<file path="src/rtl/output_ctrl_pkg.sv">
// Shared types and constants for the output drain controller.
// Holds the FSM state encoding and the activation-mode codes.
// Build option: OUTPUT_DRAIN_ROW_STRIDE_EN (see drain_addr_gen).
package output_ctrl_pkg;

  typedef enum logic [1:0] {
    IDLE  = 2'd0,
    DRAIN = 2'd1,
    CLEAR = 2'd2
  } state_t;

  localparam logic [1:0] ACT_NONE  = 2'd0;
  localparam logic [1:0] ACT_RELU  = 2'd1;
  localparam logic [1:0] ACT_RELU6 = 2'd2;

  // Code 3 is reserved and behaves exactly like "no activation".
  function automatic logic [1:0] act_decode(input logic [1:0] mode);
    return ((mode == ACT_RELU) || (mode == ACT_RELU6)) ? mode : ACT_NONE;
  endfunction

endpackage

</file>
<file path="src/rtl/output_drain_control_if.sv">
// Row-write bus from the drain controller to the output buffer / activation unit.
// Ports: wr_valid/wr_ready handshake, wr_en lane mask, replicated wr_addr,
//        row_num (accumulator row) and act_sel; master = controller, slave = buffer.
interface output_drain_control_if #(
  parameter int SYS_ARR_ROWS = 16,
  parameter int SYS_ARR_COLS = 16,
  parameter int ADDR_WIDTH   = 8
);
  localparam int R_W = $clog2(SYS_ARR_ROWS);

  logic                               wr_valid;
  logic                               wr_ready;
  logic [SYS_ARR_COLS-1:0]            wr_en;
  logic [SYS_ARR_COLS*ADDR_WIDTH-1:0] wr_addr;
  logic [R_W-1:0]                     row_num;
  logic [1:0]                         act_sel;

  modport master (
    output wr_valid, wr_en, wr_addr, row_num, act_sel,
    input  wr_ready
  );

  modport slave (
    input  wr_valid, wr_en, wr_addr, row_num, act_sel,
    output wr_ready
  );

endinterface

</file>
<file path="src/rtl/drain_addr_gen.sv">
// Row counter and output-buffer address generator for one drain job.
// Ports: load (latch base/stride, clear count), advance (next row), count, wr_addr
//        replicated per lane. OUTPUT_DRAIN_ROW_STRIDE_EN selects latched stride vs 1.
module drain_addr_gen
  import output_ctrl_pkg::*;
#(
  parameter int SYS_ARR_ROWS = 16,
  parameter int SYS_ARR_COLS = 16,
  parameter int ADDR_WIDTH   = 8,
  localparam int R_W = $clog2(SYS_ARR_ROWS)
) (
  input  logic                               clk,
  input  logic                               reset,
  input  logic                               load,
  input  logic                               advance,
  input  logic [ADDR_WIDTH-1:0]              base,
  input  logic [ADDR_WIDTH-1:0]              stride,
  output logic [R_W-1:0]                     count,
  output logic [SYS_ARR_COLS*ADDR_WIDTH-1:0] wr_addr
);

  logic [ADDR_WIDTH-1:0] addr_q;
  logic [ADDR_WIDTH-1:0] step;

`ifdef OUTPUT_DRAIN_ROW_STRIDE_EN
  logic [ADDR_WIDTH-1:0] stride_q;

  always_ff @(posedge clk or negedge reset) begin
    if (!reset) begin
      stride_q <= '0;
    end else if (load) begin
      stride_q <= stride;
    end
  end

  assign step = stride_q;
`else
  logic unused_stride;
  assign unused_stride = ^stride;
  assign step          = ADDR_WIDTH'(1);
`endif

  // Running address: base + count*step is built incrementally, wrapping mod 2^ADDR_WIDTH.
  always_ff @(posedge clk or negedge reset) begin
    if (!reset) begin
      addr_q <= '0;
      count  <= '0;
    end else if (load) begin
      addr_q <= base;
      count  <= '0;
    end else if (advance) begin
      addr_q <= addr_q + step;
      count  <= count + R_W'(1);
    end
  end

  assign wr_addr = {SYS_ARR_COLS{addr_q}};

endmodule

</file>
<file path="src/rtl/output_drain_control.sv">
// Drains one accumulator submatrix into the output buffer, one row per accepted cycle,
// with start/busy/done handshake, wr_valid/wr_ready back-pressure and optional clear.
// Ports: clk, reset (async low), job inputs latched on start, wr bus interface (master).
// Build option OUTPUT_DRAIN_ROW_STRIDE_EN enables the programmable row_stride.
module output_drain_control
  import output_ctrl_pkg::*;
#(
  parameter int MAX_OUT_ROWS = 128,
  parameter int MAX_OUT_COLS = 128,
  parameter int SYS_ARR_ROWS = 16,
  parameter int SYS_ARR_COLS = 16,
  parameter int ADDR_WIDTH   = 8,
  localparam int SM_W = $clog2(MAX_OUT_ROWS / SYS_ARR_ROWS),
  localparam int SN_W = $clog2(MAX_OUT_COLS / SYS_ARR_COLS),
  localparam int R_W  = $clog2(SYS_ARR_ROWS),
  localparam int C_W  = $clog2(SYS_ARR_COLS)
) (
  input  logic                  clk,
  input  logic                  reset,
  input  logic                  start,
  output logic                  busy,
  output logic                  done,
  input  logic [SM_W-1:0]       submat_row_in,
  input  logic [SN_W-1:0]       submat_col_in,
  output logic [SM_W-1:0]       submat_row_out,
  output logic [SN_W-1:0]       submat_col_out,
  input  logic [R_W-1:0]        num_rows_m1,
  input  logic [C_W-1:0]        num_cols_m1,
  input  logic [1:0]            act_mode,
  input  logic                  clear_after,
  output logic                  accum_reset,
  input  logic [ADDR_WIDTH-1:0] wr_base_addr,
  input  logic [ADDR_WIDTH-1:0] row_stride,
  output_drain_control_if.master wr
);

  state_t state_q, state_d;
  logic   done_d;

  logic [R_W-1:0] nrows_q;
  logic [C_W-1:0] ncols_q;
  logic [1:0]     act_q;
  logic           clear_q;
  logic [R_W-1:0] count;

  logic load, accept, last_row, advance;
  logic [SYS_ARR_COLS-1:0]            lane_en;
  logic                               valid_c;
  logic [SYS_ARR_COLS*ADDR_WIDTH-1:0] addr_rep;

  assign load     = (state_q == IDLE) && start;
  assign accept   = (state_q == DRAIN) && wr.wr_ready;
  assign last_row = (count == nrows_q);
  assign advance  = accept && !last_row;

  // State register; done is registered so it lands in the first IDLE cycle.
  always_ff @(posedge clk or negedge reset) begin
    if (!reset) begin
      state_q <= IDLE;
      done    <= 1'b0;
    end else begin
      state_q <= state_d;
      done    <= done_d;
    end
  end

  // Next-state logic.
  always_comb begin
    state_d = state_q;
    done_d  = 1'b0;
    case (state_q)
      IDLE: begin
        if (start) state_d = DRAIN;
      end
      DRAIN: begin
        if (accept && last_row) begin
          if (clear_q) begin
            state_d = CLEAR;
          end else begin
            state_d = IDLE;
            done_d  = 1'b1;
          end
        end
      end
      CLEAR: begin
        state_d = IDLE;
        done_d  = 1'b1;
      end
      default: state_d = IDLE;
    endcase
  end

  // Output decode from registered state only.
  always_comb begin
    busy        = (state_q != IDLE);
    valid_c     = (state_q == DRAIN);
    accum_reset = (state_q == CLEAR);
    lane_en     = '0;
    for (int i = 0; i < SYS_ARR_COLS; i++) begin
      lane_en[i] = valid_c && (C_W'(i) <= ncols_q);
    end
  end

  // Job parameters are captured once; inputs are ignored for the rest of the job.
  always_ff @(posedge clk or negedge reset) begin
    if (!reset) begin
      nrows_q        <= '0;
      ncols_q        <= '0;
      act_q          <= ACT_NONE;
      clear_q        <= 1'b0;
      submat_row_out <= '0;
      submat_col_out <= '0;
    end else if (load) begin
      nrows_q        <= num_rows_m1;
      ncols_q        <= num_cols_m1;
      act_q          <= act_decode(act_mode);
      clear_q        <= clear_after;
      submat_row_out <= submat_row_in;
      submat_col_out <= submat_col_in;
    end
  end

  drain_addr_gen #(
    .SYS_ARR_ROWS (SYS_ARR_ROWS),
    .SYS_ARR_COLS (SYS_ARR_COLS),
    .ADDR_WIDTH   (ADDR_WIDTH)
  ) u_addr_gen (
    .clk     (clk),
    .reset   (reset),
    .load    (load),
    .advance (advance),
    .base    (wr_base_addr),
    .stride  (row_stride),
    .count   (count),
    .wr_addr (addr_rep)
  );

  assign wr.wr_valid = valid_c;
  assign wr.wr_en    = lane_en;
  assign wr.wr_addr  = addr_rep;
  assign wr.row_num  = count;
  assign wr.act_sel  = act_q;

endmodule

</file>
<file path="src/flat_wrapper.sv">
// flat-port wrapper written by rule: the top's interface ports become plain ports
module output_drain_control_flat import output_ctrl_pkg::*;
#(
  parameter int MAX_OUT_ROWS = 128,
  parameter int MAX_OUT_COLS = 128,
  parameter int SYS_ARR_ROWS = 16,
  parameter int SYS_ARR_COLS = 16,
  parameter int ADDR_WIDTH   = 8,
  localparam int SM_W = $clog2(MAX_OUT_ROWS / SYS_ARR_ROWS),
  localparam int SN_W = $clog2(MAX_OUT_COLS / SYS_ARR_COLS),
  localparam int R_W  = $clog2(SYS_ARR_ROWS),
  localparam int C_W  = $clog2(SYS_ARR_COLS)
)
  (clk, reset, start, busy, done, submat_row_in, submat_col_in, submat_row_out, submat_col_out, num_rows_m1, num_cols_m1, act_mode, clear_after, accum_reset, wr_base_addr, row_stride, wr_wr_valid, wr_wr_en, wr_wr_addr, wr_row_num, wr_act_sel, wr_wr_ready);
  output_drain_control_if #(.SYS_ARR_ROWS(SYS_ARR_ROWS), .SYS_ARR_COLS(SYS_ARR_COLS), .ADDR_WIDTH(ADDR_WIDTH)) wr_i ();
  input  logic clk;
  input  logic reset;
  input  logic start;
  output logic busy;
  output logic done;
  input  logic [SM_W-1:0] submat_row_in;
  input  logic [SN_W-1:0] submat_col_in;
  output logic [SM_W-1:0] submat_row_out;
  output logic [SN_W-1:0] submat_col_out;
  input  logic [R_W-1:0] num_rows_m1;
  input  logic [C_W-1:0] num_cols_m1;
  input  logic [1:0] act_mode;
  input  logic clear_after;
  output logic accum_reset;
  input  logic [ADDR_WIDTH-1:0] wr_base_addr;
  input  logic [ADDR_WIDTH-1:0] row_stride;
  output wire logic [$bits(wr_i.wr_valid)-1:0] wr_wr_valid;
  output wire logic [$bits(wr_i.wr_en)-1:0] wr_wr_en;
  output wire logic [$bits(wr_i.wr_addr)-1:0] wr_wr_addr;
  output wire logic [$bits(wr_i.row_num)-1:0] wr_row_num;
  output wire logic [$bits(wr_i.act_sel)-1:0] wr_act_sel;
  input wire logic [$bits(wr_i.wr_ready)-1:0] wr_wr_ready;
  assign wr_wr_valid = wr_i.wr_valid;
  assign wr_wr_en = wr_i.wr_en;
  assign wr_wr_addr = wr_i.wr_addr;
  assign wr_row_num = wr_i.row_num;
  assign wr_act_sel = wr_i.act_sel;
  assign wr_i.wr_ready = wr_wr_ready;
  output_drain_control #(.MAX_OUT_ROWS(MAX_OUT_ROWS), .MAX_OUT_COLS(MAX_OUT_COLS), .SYS_ARR_ROWS(SYS_ARR_ROWS), .SYS_ARR_COLS(SYS_ARR_COLS), .ADDR_WIDTH(ADDR_WIDTH)) u_core (.clk(clk), .reset(reset), .start(start), .busy(busy), .done(done), .submat_row_in(submat_row_in), .submat_col_in(submat_col_in), .submat_row_out(submat_row_out), .submat_col_out(submat_col_out), .num_rows_m1(num_rows_m1), .num_cols_m1(num_cols_m1), .act_mode(act_mode), .clear_after(clear_after), .accum_reset(accum_reset), .wr_base_addr(wr_base_addr), .row_stride(row_stride), .wr(wr_i));
endmodule
</file>
<file path="config.mk">
export PLATFORM = sky130hd
export DESIGN_NAME = output_drain_control_flat
export DESIGN_NICKNAME = d
export VERILOG_FILES = /design/src/rtl/output_ctrl_pkg.sv /design/src/rtl/output_drain_control_if.sv /design/src/rtl/drain_addr_gen.sv /design/src/rtl/output_drain_control.sv /design/src/flat_wrapper.sv
export SDC_FILE = /design/constraint.sdc
export NUM_CORES = 1
export LEC_CHECK = 0
export ABC_AREA = 1
export CORE_MARGIN = 1
export CORE_UTILIZATION = 32
export CTS_CLUSTER_SIZE = 25
export DETAILED_ROUTE_END_ITERATION = 10
export PLACE_DENSITY = 0.9
export SETUP_SLACK_MARGIN = 0.05
export SLEW_MARGIN = 20
export SYNTH_ARGS = -nofsm -noshare
export SYNTH_HDL_FRONTEND = slang
export SYNTH_SLANG_ARGS = --single-unit
</file>
<file path="constraint.sdc">
create_clock -name clk -period 1.4 [get_ports clk]
set_input_delay 0.21 -clock clk [delete_from_list [all_inputs] [get_ports clk]]
set_output_delay 0.21 -clock clk [all_outputs]
set_load 0.01 [all_outputs]
</file>
==> impl_results.md <==
* Outcome: finished with violations
* Max-slew violation count at 0
* DR pass1 iterations at 5
* Register area at 813 sq um
* Max Buffers Root-to-Sink at 2
* Synthesized net count at around 410
* Clock Pin Slew Worst Setup and Hold Paths at roughly 70 ps
* WP data arrival at around 1400 ps
* Multi-input combinational cell area at ~1100 sq um
* First-pass GRT wire length at 11400 microns
* Class of the worst hold path: input port to asynchronous set/reset pin
* Largest net degree at the start of global routing at 33
* Cell count after placement at 546
* Post-Syn Area per Cell at roughly 7.4 sq um
* Clock skew at 2.27 ps
* Drt total wl at 8440 microns
* Place WS at -331 ps
* Fmax at between 600 and 700 MHz
* Yosys warns at 0
* Antenna violations before repair at 0
* Hold_ws at 282 ps
* DRT iter0 DRCs at 97
* PortBufs at 188
* Leading cell type in the layout, fill and taps excluded: clkdlybuf4s15_1
* Total grt overflow at 0
* DR WL/cell at ~14 microns
* ANT cells at 0
* Initial core utilization at 32.9%
* Root Driver: clkbuf_8
* CP Max Fanout at 6
* # IOs at about 200
* Overall routing resource usage at 16.5%
* Die height at between 90 and 100 microns
* CTS tree: done
* Period utilization at 117%
* H-Tree Depth at 2
* Max_slew headroom at a little over four fifths
* Final WS setup at -241 ps
* Core area at between 8000 and 9000 sq um
* Layout cells sized above 1 at between 30% and 40%
* Failing checks: negative setup slack
* Synth cell types at 25
* CTS sink cnt at 32
* Worst VDD drop at 1.07 mV
* #FFs+latches synth at 32
* Mapped cell area at around 2700 sq um
* Fill cell count at ~680
* CP startpoint kind: flip-flop
* Worst-Skew Late Latency at between 200 and 300 ps
* Critical Path RT at roughly 1200 ps
* Setup repair after global routing missed its margin: yes
* Max capacitance violation total at 0
* CTS Hold Buffers Added at 0
* P_leak at roughly 2.3 nW
* Final std cells w/o fill at between 500 and 600
* Minimum clock period at 1640 ps
* Post-layout nets at between 500 and 600
* Vias/cell at around 4.6
* Detailed-route via count at roughly 2700
* Critical path class: flip-flop to output port
* Die area at ~8800 sq um
* Setup crit end kind: output port
* Vias in the first global route at 2323
* Number of routed nets with antenna violations at 0
* Final Hold Viols at 0
* Slew @ Worst Pin at 247 ps
* Pwr dens at about 2500 nW/um^2
* Final setup fails at between 40 and 50
* Fin area at about 4600 sq um
* DRC viols at 0
* CTS buffer count at 5
* Site Rows at 33
* Mapped Cells at ~360
* Post-synthesis sequential area ratio at between 20 and 30%
* Commonest non-fill, non-tap cells in the layout: clkdlybuf4s15_1, nand2_1, clkbuf_2
* Width of the chip at 93.7 microns
* Hpwl dp at 5000 microns
* Placement Cell Area at between 4000 and 5000 sq um
* RD Place Congestion at about 0.73
* Worst reg2reg path depth at 11
* Synthesis-to-layout area growth at 69.3%
==> state kept, by name, summed over array words and instances (netlist names) <==
| register | flops |
|---|---|
| u_core.u_addr_gen.count | 4 |
| u_core.clear_q | 1 |
| u_core.nrows_q | 4 |
| u_core.u_addr_gen.addr_q | 8 |
| u_core.ncols_q | 4 |
| u_core.submat_row_out | 3 |
| u_core.state_q | 2 |
| u_core.wr.act_sel | 2 |
| u_core.done | 1 |
| u_core.submat_col_out | 3 |
==> Yosys cell counts <==
library cell	count	area (sq um)
a21oi_1	9	45.0
a31oi_1	1	6.26
buf_1	1	3.75
buf_2	3	15.0
buf_4	121	908
buf_6	1	11.3
clkbuf_1	2	7.51
dfrtp_1	32	801
ha_1	5	62.6
inv_1	25	93.8
inv_2	2	7.51
nand2_1	97	364
nand2_2	1	6.26
nand2_4	2	22.5
nand3_1	19	95.1
nand3_2	3	30.0
nand4_1	1	6.26
nor2_1	12	45.0
nor2_2	1	6.26
nor3_1	3	15.0
o21ai_0	13	65.1
o21ai_2	2	17.5
o31ai_1	2	15.0
or2_2	2	12.5
xor2_1	3	26.3
==> report_power, final <==
part / switching, mW / internal [mW]
Sequential: 0.371 / 1.37
Clock: 0.361 / 0.401
Combinational: 4.39 / 4.27
Total: 5.12 / 6.05
==> timing repair <==
item,CTS,global route
setup endpoints to repair,185,102
setup buffers,19,7
gates resized for setup,413,116
pin swaps,7,7
gates cloned,4,2
endpoints found under the hold margin,0,0
==> kinds of logic (layout without fill, tap and decap cells) <==
| group | after synthesis | after routing | share of synthesized area, % |
|---|---|---|---|
| xor gates and xnor gates | 3 | 3 | 0.977 |
| buffers and inverters | 155 | 271 | 38.9 |
| AOI/OAI and AO/OA | 27 | 27 | 5.54 |
| and+or+nand+nor | 141 | 141 | 22.4 |
| DFF | 32 | 32 | 29.8 |
| adders and majority gates | 5 | 5 | 2.33 |
==> layout make-up <==
type / count / area share [%]
multi-input cells: 176 / 24.9
flip-flops and latches: 32 / 17.9
well taps: 105 / 2.89
inverters: 27 / 2.72
repair buffers: 236 / 49.6
clock buffers: 8 / 1.98
==> final timing paths <==
check,startpoint,end,slack [ps]
worst max-delay path,u_core.state_q[1],wr_wr_en[9],-240
worst min-delay path,reset,u_core.submat_col_out[0],280
worst max register to register,u_core.state_q[1],u_core.u_addr_gen.addr_q[5],-150
worst min register to register,u_core.submat_row_out[0],u_core.submat_row_out[0],480
max in group asynchronous,reset,u_core.u_addr_gen.addr_q[0],930
min in group clk,submat_col_in[2],u_core.submat_col_out[2],460
==> layer usage <==
metal | track usage (%) | up-vias | routed length, microns
li1 | - | 1235 | -
met1 | 18.6 | 1247 | 3060
met2 | 30.0 | 165 | 4420
met3 | 4.13 | 27 | 709
met4 | 5.90 | 0 | 247
met5 | 0 | - | 0
==> through the flow <==
stage | utilization [%] | setup TNS, ps | total power, mW
after floorplan | - | 0 | 6.76
after global placement | 49.2 | -3290 | 9.32
after detailed placement | 49.2 | -4680 | 9.56
after CTS | 53.6 | -2450 | 10.4
after global routing | 55.7 | -6890 | 11.9
final | 55.7 | -3780 | 11.2
==> worst max-delay path, cell delays in order (launching register included) <==
cell and delay [ps]:
dfrtp_1 400, inv_2 80, ha_4 160, nand2_2 110
a21oi_1 210, buf_2 190
Note: power is estimated with default switching activity, not from simulation.
